<file path="config.mk">
export PLATFORM = sky130hd
export DESIGN_NAME = secuenciador_funcion
export DESIGN_NICKNAME = d
export VERILOG_FILES = /design/src/rtl/funcion_pkg.sv /design/src/rtl/contador_permanencia.sv /design/src/rtl/secuenciador_funcion.sv
export SDC_FILE = /design/constraint.sdc
export NUM_CORES = 1
export LEC_CHECK = 0
export BUFFER_PORTS_ARGS = -buffer_cell sky130_fd_sc_hd__buf_2
export CAP_MARGIN = 25
export CORE_MARGIN = 3
export CORE_UTILIZATION = 45
export DETAILED_ROUTE_END_ITERATION = 7
export PLACE_DENSITY = 0.81
export SYNTH_ARGS = -nofsm -noshare
export SYNTH_HDL_FRONTEND = slang
export SYNTH_SLANG_ARGS = --single-unit
</file>
<file path="constraint.sdc">
create_clock -name clk -period 3.2 [get_ports clk]
set_input_delay 0.32 -clock clk [delete_from_list [all_inputs] [get_ports clk]]
set_output_delay 0.32 -clock clk [all_outputs]
set_load 0.05 [all_outputs]
</file>
<file path="src/rtl/funcion_pkg.sv">
// rtl/funcion_pkg.sv - shared states and defaults for the function-block sequencer
package funcion_pkg;

  typedef enum logic [1:0] {REPOSO, APLICA, MUESTRA, FIN} estado_t;

  localparam int          N_DEF        = 3;
  localparam int          DWELL_DEF    = 2;
  localparam logic [7:0]  ESPERADO_DEF = 8'h5C;

endpackage

</file>
<file path="src/rtl/contador_permanencia.sv">
// rtl/contador_permanencia.sv - loadable down-counter timing how long each vector is held
module contador_permanencia #(
  parameter int W = 2
) (
  input  logic         clk,
  input  logic         rst_n,
  input  logic         carga,
  input  logic [W-1:0] valor,
  output logic         fin_cuenta
);

  logic [W-1:0] r_cuenta;

  always_ff @(posedge clk or negedge rst_n) begin
    if (!rst_n) begin
      r_cuenta <= '0;
    end else if (carga) begin
      r_cuenta <= valor;
    end else if (r_cuenta != '0) begin
      r_cuenta <= r_cuenta - 1'b1;
    end
  end

  assign fin_cuenta = (r_cuenta == '0);

endmodule

</file>
<file path="src/rtl/secuenciador_funcion.sv">
// rtl/secuenciador_funcion.sv - sweeps all input vectors of the function under test and captures its truth table
// FUNCION_VERIFICA_EN adds the fallo/n_fallas comparison against ESPERADO.
module secuenciador_funcion
  import funcion_pkg::*;
#(
  parameter int N     = N_DEF,
  parameter int DWELL = DWELL_DEF
`ifdef FUNCION_VERIFICA_EN
  ,
  parameter logic [(2**N)-1:0] ESPERADO = (2**N)'(ESPERADO_DEF)
`endif
) (
  input  logic                clk,
  input  logic                rst_n,
  input  logic                inicio,
  input  logic                abortar,
  output logic [N-1:0]        vec_o,
  input  logic                z_i,
  output logic                ocupado,
  output logic                listo,
  output logic [(2**N)-1:0]   resultado
`ifdef FUNCION_VERIFICA_EN
  ,
  output logic                fallo,
  output logic [N:0]          n_fallas
`endif
);

  localparam int DW = (DWELL > 1) ? $clog2(DWELL) : 1;

  estado_t             r_estado;
  estado_t             w_siguiente;
  logic [N-1:0]        r_idx;
  logic [(2**N)-1:0]   r_resultado;
  logic                w_ultimo;
  logic                w_arranca;
  logic                w_muestrea;
  logic                w_carga;
  logic                w_fin_cuenta;

  assign w_ultimo   = (r_idx == N'((2**N) - 1));
  assign w_arranca  = (r_estado == REPOSO) && inicio && !abortar;
  assign w_muestrea = (r_estado == MUESTRA) && !abortar;
  // Reload the dwell counter on every entry into APLICA, from REPOSO or MUESTRA
  assign w_carga    = (w_siguiente == APLICA) && (r_estado != APLICA);

  contador_permanencia #(.W(DW)) u_permanencia (
    .clk        (clk),
    .rst_n      (rst_n),
    .carga      (w_carga),
    .valor      (DW'(DWELL - 1)),
    .fin_cuenta (w_fin_cuenta)
  );

  always_ff @(posedge clk or negedge rst_n) begin
    if (!rst_n) begin
      r_estado <= REPOSO;
    end else begin
      r_estado <= w_siguiente;
    end
  end

  always_comb begin
    w_siguiente = r_estado;
    ocupado     = (r_estado != REPOSO);
    listo       = 1'b0;
    vec_o       = r_idx;
    case (r_estado)
      REPOSO: begin
        vec_o = '0;
        if (inicio) w_siguiente = APLICA;
      end
      APLICA:  if (w_fin_cuenta) w_siguiente = MUESTRA;
      MUESTRA: w_siguiente = w_ultimo ? FIN : APLICA;
      FIN: begin
        listo       = !abortar;
        w_siguiente = REPOSO;
      end
      default: w_siguiente = REPOSO;
    endcase
    if (abortar) w_siguiente = REPOSO;
  end

  always_ff @(posedge clk or negedge rst_n) begin
    if (!rst_n) begin
      r_idx       <= '0;
      r_resultado <= '0;
    end else if (w_arranca) begin
      r_idx       <= '0;
      r_resultado <= '0;
    end else if (w_muestrea) begin
      r_resultado[r_idx] <= z_i;
      if (!w_ultimo) r_idx <= r_idx + 1'b1;
    end
  end

  assign resultado = r_resultado;

`ifdef FUNCION_VERIFICA_EN
  logic [N:0] r_n_fallas;
  logic [N:0] w_n_fallas_sig;
  logic       r_fallo;

  assign w_n_fallas_sig = r_n_fallas + (N+1)'(z_i != ESPERADO[r_idx]);

  always_ff @(posedge clk or negedge rst_n) begin
    if (!rst_n) begin
      r_n_fallas <= '0;
      r_fallo    <= 1'b0;
    end else if (w_arranca) begin
      r_n_fallas <= '0;
      r_fallo    <= 1'b0;
    end else if (w_muestrea) begin
      r_n_fallas <= w_n_fallas_sig;
      if (w_ultimo) r_fallo <= (w_n_fallas_sig != '0);
    end
  end

  assign fallo    = r_fallo;
  assign n_fallas = r_n_fallas;
`endif

endmodule
</file>
==> reports/results.md, run 1 <==
| Result | This run |
| --- | --- |
| Status | finished clean |
| Drt first pass iters | 4 |
| Share of the yosys chip area belonging to registers | 44.8% |
| Arrival time at the worst endpoint | 1.44 ns |
| Sink Count | 14 |
| TritonCTS clock tree | done |
| Clock skew | 0.00310 ns |
| Max-slew violations | 0 |
| Crit share post-route | 55.0% |
| Yosys warning count | 0 |
| Fraction of the core area covered by cells at the end of the flow | 56.7% |
| Count of state elements after synthesis | 14 |
| Post-Synthesis Cells | 77 |
| Fill count | 146 |
| H-tree depth | 1 |
| Number of design rule violations left after detail routing | 0 |
| Static leakage | 0.441 nW |
| Count of nets after finishing | 103 |
| Family with the most delay on the worst path | flip-flops |
| Average instance area after synthesis | 10.2 µm² |
| Hold Violations, Final | 0 |
| Worst setup path category | flip-flop to output pin |
| Highest attainable clock frequency | 568 MHz |
| Buf+Inv Stages, Crit Path | 1 |
| Antenna-violating nets left | 0 |
| Weighted congestion at the end of routability-driven global placement | 0.777 |
| Highest cell delay on the worst timing path | 0.60 ns |
| Syn nets | 84 |
| Skew-Pair Late Insertion Delay | 0.27 ns |
| Floorplan die height | 47.7 µm |
| Fraction of final layout cells sized beyond drive strength 1 | 25.5% |
| Total negative slack | 0 ns |
| Leading cell types in the layout, fill and taps excluded | buf_2, dfrtp_1, nand2_1 |
| Ratio of routed vias to standard cells | 5.77 |
| Number of antenna repair diodes | 0 |
| Unrepaired setup endpoints after global routing | false |
| Total track usage | 14.7% |
| Number of input and output port buffers inserted | 17 |
| Number of buffers on the longest clock path | 2 |
| Area enclosed by the die boundary | 2270 µm² |
| Number of antenna violations at the first check in global routing | 0 |
| Grt total ovfl | 0 |
| Most frequent standard cell in the layout excluding fill and tap cells | buf_2 |
| Clock-pin slew of the registers on the worst-case setup and hold paths | 0.08 ns |
| Number of DRC violations after detailed-routing iteration 0 | 16 |
| Post-route minimum period | 1.76 ns |
| Max IR drop VDD | 281 µV |
| Class of the worst hold path | input port to flip-flop |
| Slew of the pin with the lowest slew margin | 0.874 ns |
| Post-DP HPWL | 1090 µm |
| Power density of the placed cells | 384 nW/µm² |
| Library cells used by synthesis | 29 |
| Wire length after detailed routing | 1510 µm |
| First-pass GRT wire length | 2320 µm |
| Synth-to-layout area growth | 14.4% |
| Startpoint kind of the worst setup timing path | flip-flop |
| Sequential cell area in the final layout | 350 µm² |
| Multi-input gate area | 399 µm² |
| Cell at the root of the clock tree | clkbuf_4 |
| Total number of vias | 635 |
| Initial Utilization | 49.6% |
| Master of the slowest instance on the critical path | dfrtp_1 |
| Largest net degree at the start of global routing | 16 |
| Setup violators final | 0 |
| Reported max-cap violation count | 0 |
| Data required, critical path | 2.88 ns |
| Core area | 1580 µm² |
| Via count of the first global-routing pass | 522 |
| Crit Path Max Fanout | 13 |
| Combined area of all synthesized cells | 782 µm² |
| Horizontal die dimension | 47.7 µm |
| Worst slew slack as a fraction of its limit | 40.9% |
| Num CTS Buffers | 3 |
| Rows | 14 |
| Series of cell instances along the critical path | nor2_1, nor2b_1, buf_2 |
| I/O Pins | 18 |
| Kind of capture point of the worst setup path | output pin |
| Routed length per placed instance | 13.7 µm |
routing by layer:
| metal | part of all wire (%) | wire (µm) | track usage, % |
|---|---|---|---|
| met1 | 50 | 758 | 20.5 |
| met2 | 44 | 659 | 21.6 |
| met3 | 4.5 | 68 | 4.51 |
| met4 | 1.1 | 17 | 4.84 |
| met5 | 0 | 0 | 0 |
layout make-up:
cell class                 instances  area share, %
timing repair buffer              18           10.6
inverter                           2          0.839
multi-input combinational         57           44.6
tap                               16           2.24
clock buffer                       3           2.52
sequential                        14           39.2
cell usage after synthesis:
master	n	area share [%]
buf_6	1	1.4
nand2b_1	1	0.80
nor2b_1	5	4.0
a21oi_1	3	1.9
nor3b_1	1	0.96
nor2_1	8	3.8
nor4b_1	2	2.2
nand3_1	4	2.6
and4bb_2	1	1.6
o211ai_1	2	1.9
o21ai_0	3	1.9
mux2i_1	4	5.1
nor4b_4	1	3.0
inv_1	2	0.96
xnor2_1	1	1.1
a31oi_1	1	0.80
o31ai_1	2	1.9
nand4bb_1	1	1.4
nand2_1	9	4.3
dfrtp_1	14	45
nand3b_1	1	0.96
or4b_1	1	1.3
a2111oi_0	1	1.1
o311ai_2	1	2.1
clkbuf_1	1	0.48
or4b_4	1	1.8
buf_2	2	1.3
o311ai_0	1	1.1
ha_1	2	3.2
what timing repair did:
| item | in CTS | in global routing |
|---|---|---|
| setup endpoints to repair | 0 | 0 |
| endpoints found under the hold margin | 14 | 0 |
| buffers inserted | 0 | 0 |
| hold buffers | 1 | 0 |
| gates resized for setup | 0 | 0 |
per-stage QoR:
step                instance area (µm²)  setup WS [ns]  power [mW]  instances  hold WS [ns]
global placement                    862           1.55       0.249        106         0.232
CTS                                 895           1.45       0.345        110         0.311
global route                        895           1.34       0.361        110         0.315
floorplan                           782           1.54       0.236         77        0.0244
detailed placement                  862           1.49       0.250        106         0.233
finish                              895           1.44       0.344        110         0.318
worst paths after layout:
path | end | start | slack (ns) | cells after the start
min | resultado[1]$_DFFE_PN0P_ | z_i | 0.32 | 3
max reg2reg | r_idx[1]$_DFFE_PN0P_ | r_idx[1]$_DFFE_PN0P_ | 1.48 | 5
max in group asynchronous | resultado[2]$_DFFE_PN0P_ | rst_n | 2.50 | 2
max | vec_o[0] | r_estado[0]$_DFF_PN0_ | 1.44 | 3
min reg2reg | resultado[5]$_DFFE_PN0P_ | resultado[5]$_DFFE_PN0P_ | 0.53 | 2
min in group asynchronous | r_estado[0]$_DFF_PN0_ | rst_n | 0.46 | 2
cell families (layout without fill, tap and decap cells):
family,count (synthesis),in the layout,share of synthesized area [%]
buffers and inverters,6,23,4.16
DFF,14,14,44.8
muxes,4,4,5.12
xor gates and xnor gates,1,1,1.12
AOI/OAI and AO/OA,14,14,12.8
adders and majority gates,2,2,3.20
and+or+nand+nor,36,36,28.8
where the power goes:
| group | total [mW] | internal [mW] | switching [mW] |
|---|---|---|---|
| clock | 0.0961 | 0.0436 | 0.0525 |
| sequential | 0.195 | 0.183 | 0.0125 |
| combinational | 0.0522 | 0.0180 | 0.0342 |
flip-flops by register name, summed over array words and instances, names as in the netlist:
| signal | cells |
|---|---|
| resultado | 8 |
| r_estado | 2 |
| r_idx | 3 |
| u_permanencia.r_cuenta | 1 |
tightest hold or removal path: stages:
cell and delay (ns):
buf_2 0.13, nand3_1 0.06, nand2_1 0.04
No activity file was read; power rests on OpenSTA's default activity.
==> inputs of run 2 (changes only) <==
Clock period 3.2 ns to 1.7 ns, I/O delays scaled along.
==> run 2 against run 1 <==
Net effect: global-route usage increased by 0.67 points; count of clock-buffer cells in the layout up 1; non-clock buffer count is 8 higher; final cell count grew 8.2%; register-to-register slack worse by 1.4 ns; sequential cell count unchanged; largest cell class unchanged.
==> reports/results.md, run 2 (synthesized netlist as in run 1, its figures left out) <==
| Result | This run |
| --- | --- |
| Status | finished clean |
| Floorplan die height | 47.7 µm |
| Crit Path Max Fanout | 4 |
| TritonCTS clock tree | done |
| Global route hottest layer | met2 |
| Max-slew violations | 0 |
| GR met2 Demand/Resource | 23.7% |
| Crit share post-route | 95.7% |
| First-pass GRT wire length | 2500 µm |
| H-tree depth | 1 |
| Total track usage | 15.4% |
| Crit path launch | r_idx[0]$_DFFE_PN0P_ |
| Worst flop-to-flop path endpoint | r_idx[0]$_DFFE_PN0P_ |
| Highest attainable clock frequency | 615 MHz |
| Fraction of the core area covered by cells at the end of the flow | 61.7% |
| Setup WS pre-CTS | 0.104 ns |
| Cell at the root of the clock tree | clkbuf_4 |
| Max IR drop VDD | 467 µV |
| Setup violators final | 0 |
| Number of design rule violations left after detail routing | 0 |
| Power density of the placed cells | 747 nW/µm² |
| Series of cell instances along the critical path | ha_1, ha_2, nor4b_4, buf_4, xnor2_1, nor2_1 |
| Final Hold Slack | 0.158 ns |
| Class of the worst hold path | input port to flip-flop |
| Clock skew | 0.00325 ns |
| Post-DP HPWL | 1180 µm |
| Master of the slowest instance on the critical path | dfrtp_1 |
| Wire length after detailed routing | 1610 µm |
| Core area | 1580 µm² |
| Global-route track usage on met3 | 3.76% |
| Kind of capture point of the worst setup path | flip-flop |
| Worst setup path category | flip-flop to flip-flop |
| Multi-input gate area | 404 µm² |
| Reported max-cap violation count | 0 |
| Final Non-Filler Cells | 119 |
| Static leakage | 0.488 nW |
| Number of antenna violations at the first check in global routing | 0 |
| Final critical-path setup slack | 0.0733 ns |
| Num CTS Buffers | 3 |
| Post-route minimum period | 1.63 ns |
| Startpoint kind of the worst setup timing path | flip-flop |
| Clock-pin slew of the registers on the worst-case setup and hold paths | 0.09 ns |
| Sink Count | 14 |
| Highest cell delay on the worst timing path | 0.42 ns |
| Area enclosed by the die boundary | 2270 µm² |
| Number of buffers on the longest clock path | 2 |
| Horizontal die dimension | 47.7 µm |
| Unrepaired setup endpoints after global routing | false |
| Number of flip-flops in the largest register | 8 |
| Data required, critical path | 1.87 ns |
| Capture point of the critical path | r_idx[0]$_DFFE_PN0P_ |
| Fraction of final layout cells sized beyond drive strength 1 | 34.0% |
| Synth-to-layout area growth | 24.5% |
| Drt first pass iters | 4 |
| Ratio of routed vias to standard cells | 5.55 |
| Skew-Pair Late Insertion Delay | 0.28 ns |
| Most frequent standard cell in the layout excluding fill and tap cells | buf_2 |
| Total negative slack | 0 ns |
| Rows | 14 |
| I/O Pins | 18 |
| Arrival time at the worst endpoint | 1.80 ns |
| Weighted congestion at the end of routability-driven global placement | 0.821 |
| Antenna-violating nets left | 0 |
| Grt total ovfl | 0 |
| Slew of the pin with the lowest slew margin | 0.370 ns |
| Fill count | 139 |
| Worst slew slack as a fraction of its limit | 74.7% |
| Number of antenna repair diodes | 0 |
| Cell depth of the worst flop-to-flop path | 6 |
| Sequential cell area in the final layout | 350 µm² |
| Launch instance of the worst register-to-register path | r_idx[0]$_DFFE_PN0P_ |
| Leading cell types in the layout, fill and taps excluded | buf_2, dfrtp_1, nand2_1 |
| Total number of vias | 660 |
| Largest net degree at the start of global routing | 15 |
| GR Layer Usage met1 | 21.1% |
| Hold Violations, Final | 0 |
| Count of nets after finishing | 111 |
| Via count of the first global-routing pass | 558 |
| Instance count after placement with tap cells included | 113 |
| Setup slack of the most critical reg-to-reg path | 0.07 ns |
| Routed length per placed instance | 13.6 µm |
| Number of DRC violations after detailed-routing iteration 0 | 18 |
| Number of input and output port buffers inserted | 17 |
| Initial Utilization | 49.6% |
## run 2: changes by cell type in the layout (fill, tap and decap cells not counted)
cell / before / now
ha_2: 0 / 1
ha_1: 2 / 1
buf_4: 0 / 8
nor2_2: 0 / 1
clkbuf_8: 0 / 1
nor2_1: 8 / 7
## run 2: through the flow
step	power, mW	area [µm²]
floorplan	0.444	782
global route	0.763	973
finish	0.727	973
CTS	0.731	961
detailed placement	0.486	915
global placement	0.483	915
## run 2: worst min-delay path by stage
| stage | startpoint | end | depth (start not counted) |
|---|---|---|---|
| 2_1_floorplan | rst_n | r_estado[0]$_DFF_PN0_ | 0 |
| 3_3_place_gp | rst_n | resultado[0]$_DFFE_PN0P_ | 1 |
| 3_5_place_dp | rst_n | resultado[1]$_DFFE_PN0P_ | 1 |
| 4_1_cts | z_i | resultado[0]$_DFFE_PN0P_ | 3 |
| 5_1_grt | z_i | resultado[0]$_DFFE_PN0P_ | 3 |
| 6_report | z_i | resultado[0]$_DFFE_PN0P_ | 3 |
## run 2: routing by layer
layer	wire length, µm	share of wire [%]	up-vias
met1	756	47	310
met5	0	0	-
met3	67	4.2	0
met4	0	0	0
li1	-	-	334
met2	790	49	16
## run 2: where the power goes
part           total, mW  switching [mW]  internal, mW
combinational      0.127          0.0801        0.0467
clock              0.244           0.114         0.130
sequential         0.356          0.0117         0.345
## run 2: critical path: cells and delay by family (launching register included)
family                     cells  cell delay, ns
DFF                            1            0.42
buffers and inverters          1            0.18
xor gates and xnor gates       1            0.10
adders and majority gates      2            0.42
and+or+nand+nor                2            0.40
## run 2: layout make-up
cell class | count | area share, %
Timing Repair Buffer | 26 | 15.9
Multi-Input combinational cell | 57 | 41.5
Tap cell | 16 | 2.06
Sequential cell | 14 | 36.0
Clock buffer | 4 | 3.73
Inverter | 2 | 0.771
## run 2: what timing repair did
action / 4_1_cts / 5_1_grt
endpoints found under the setup margin: 0 / 4
resized for setup: 0 / 2
hold buffers: 1 / 0
setup buffers: 0 / 1
endpoints found under the hold margin: 14 / 0
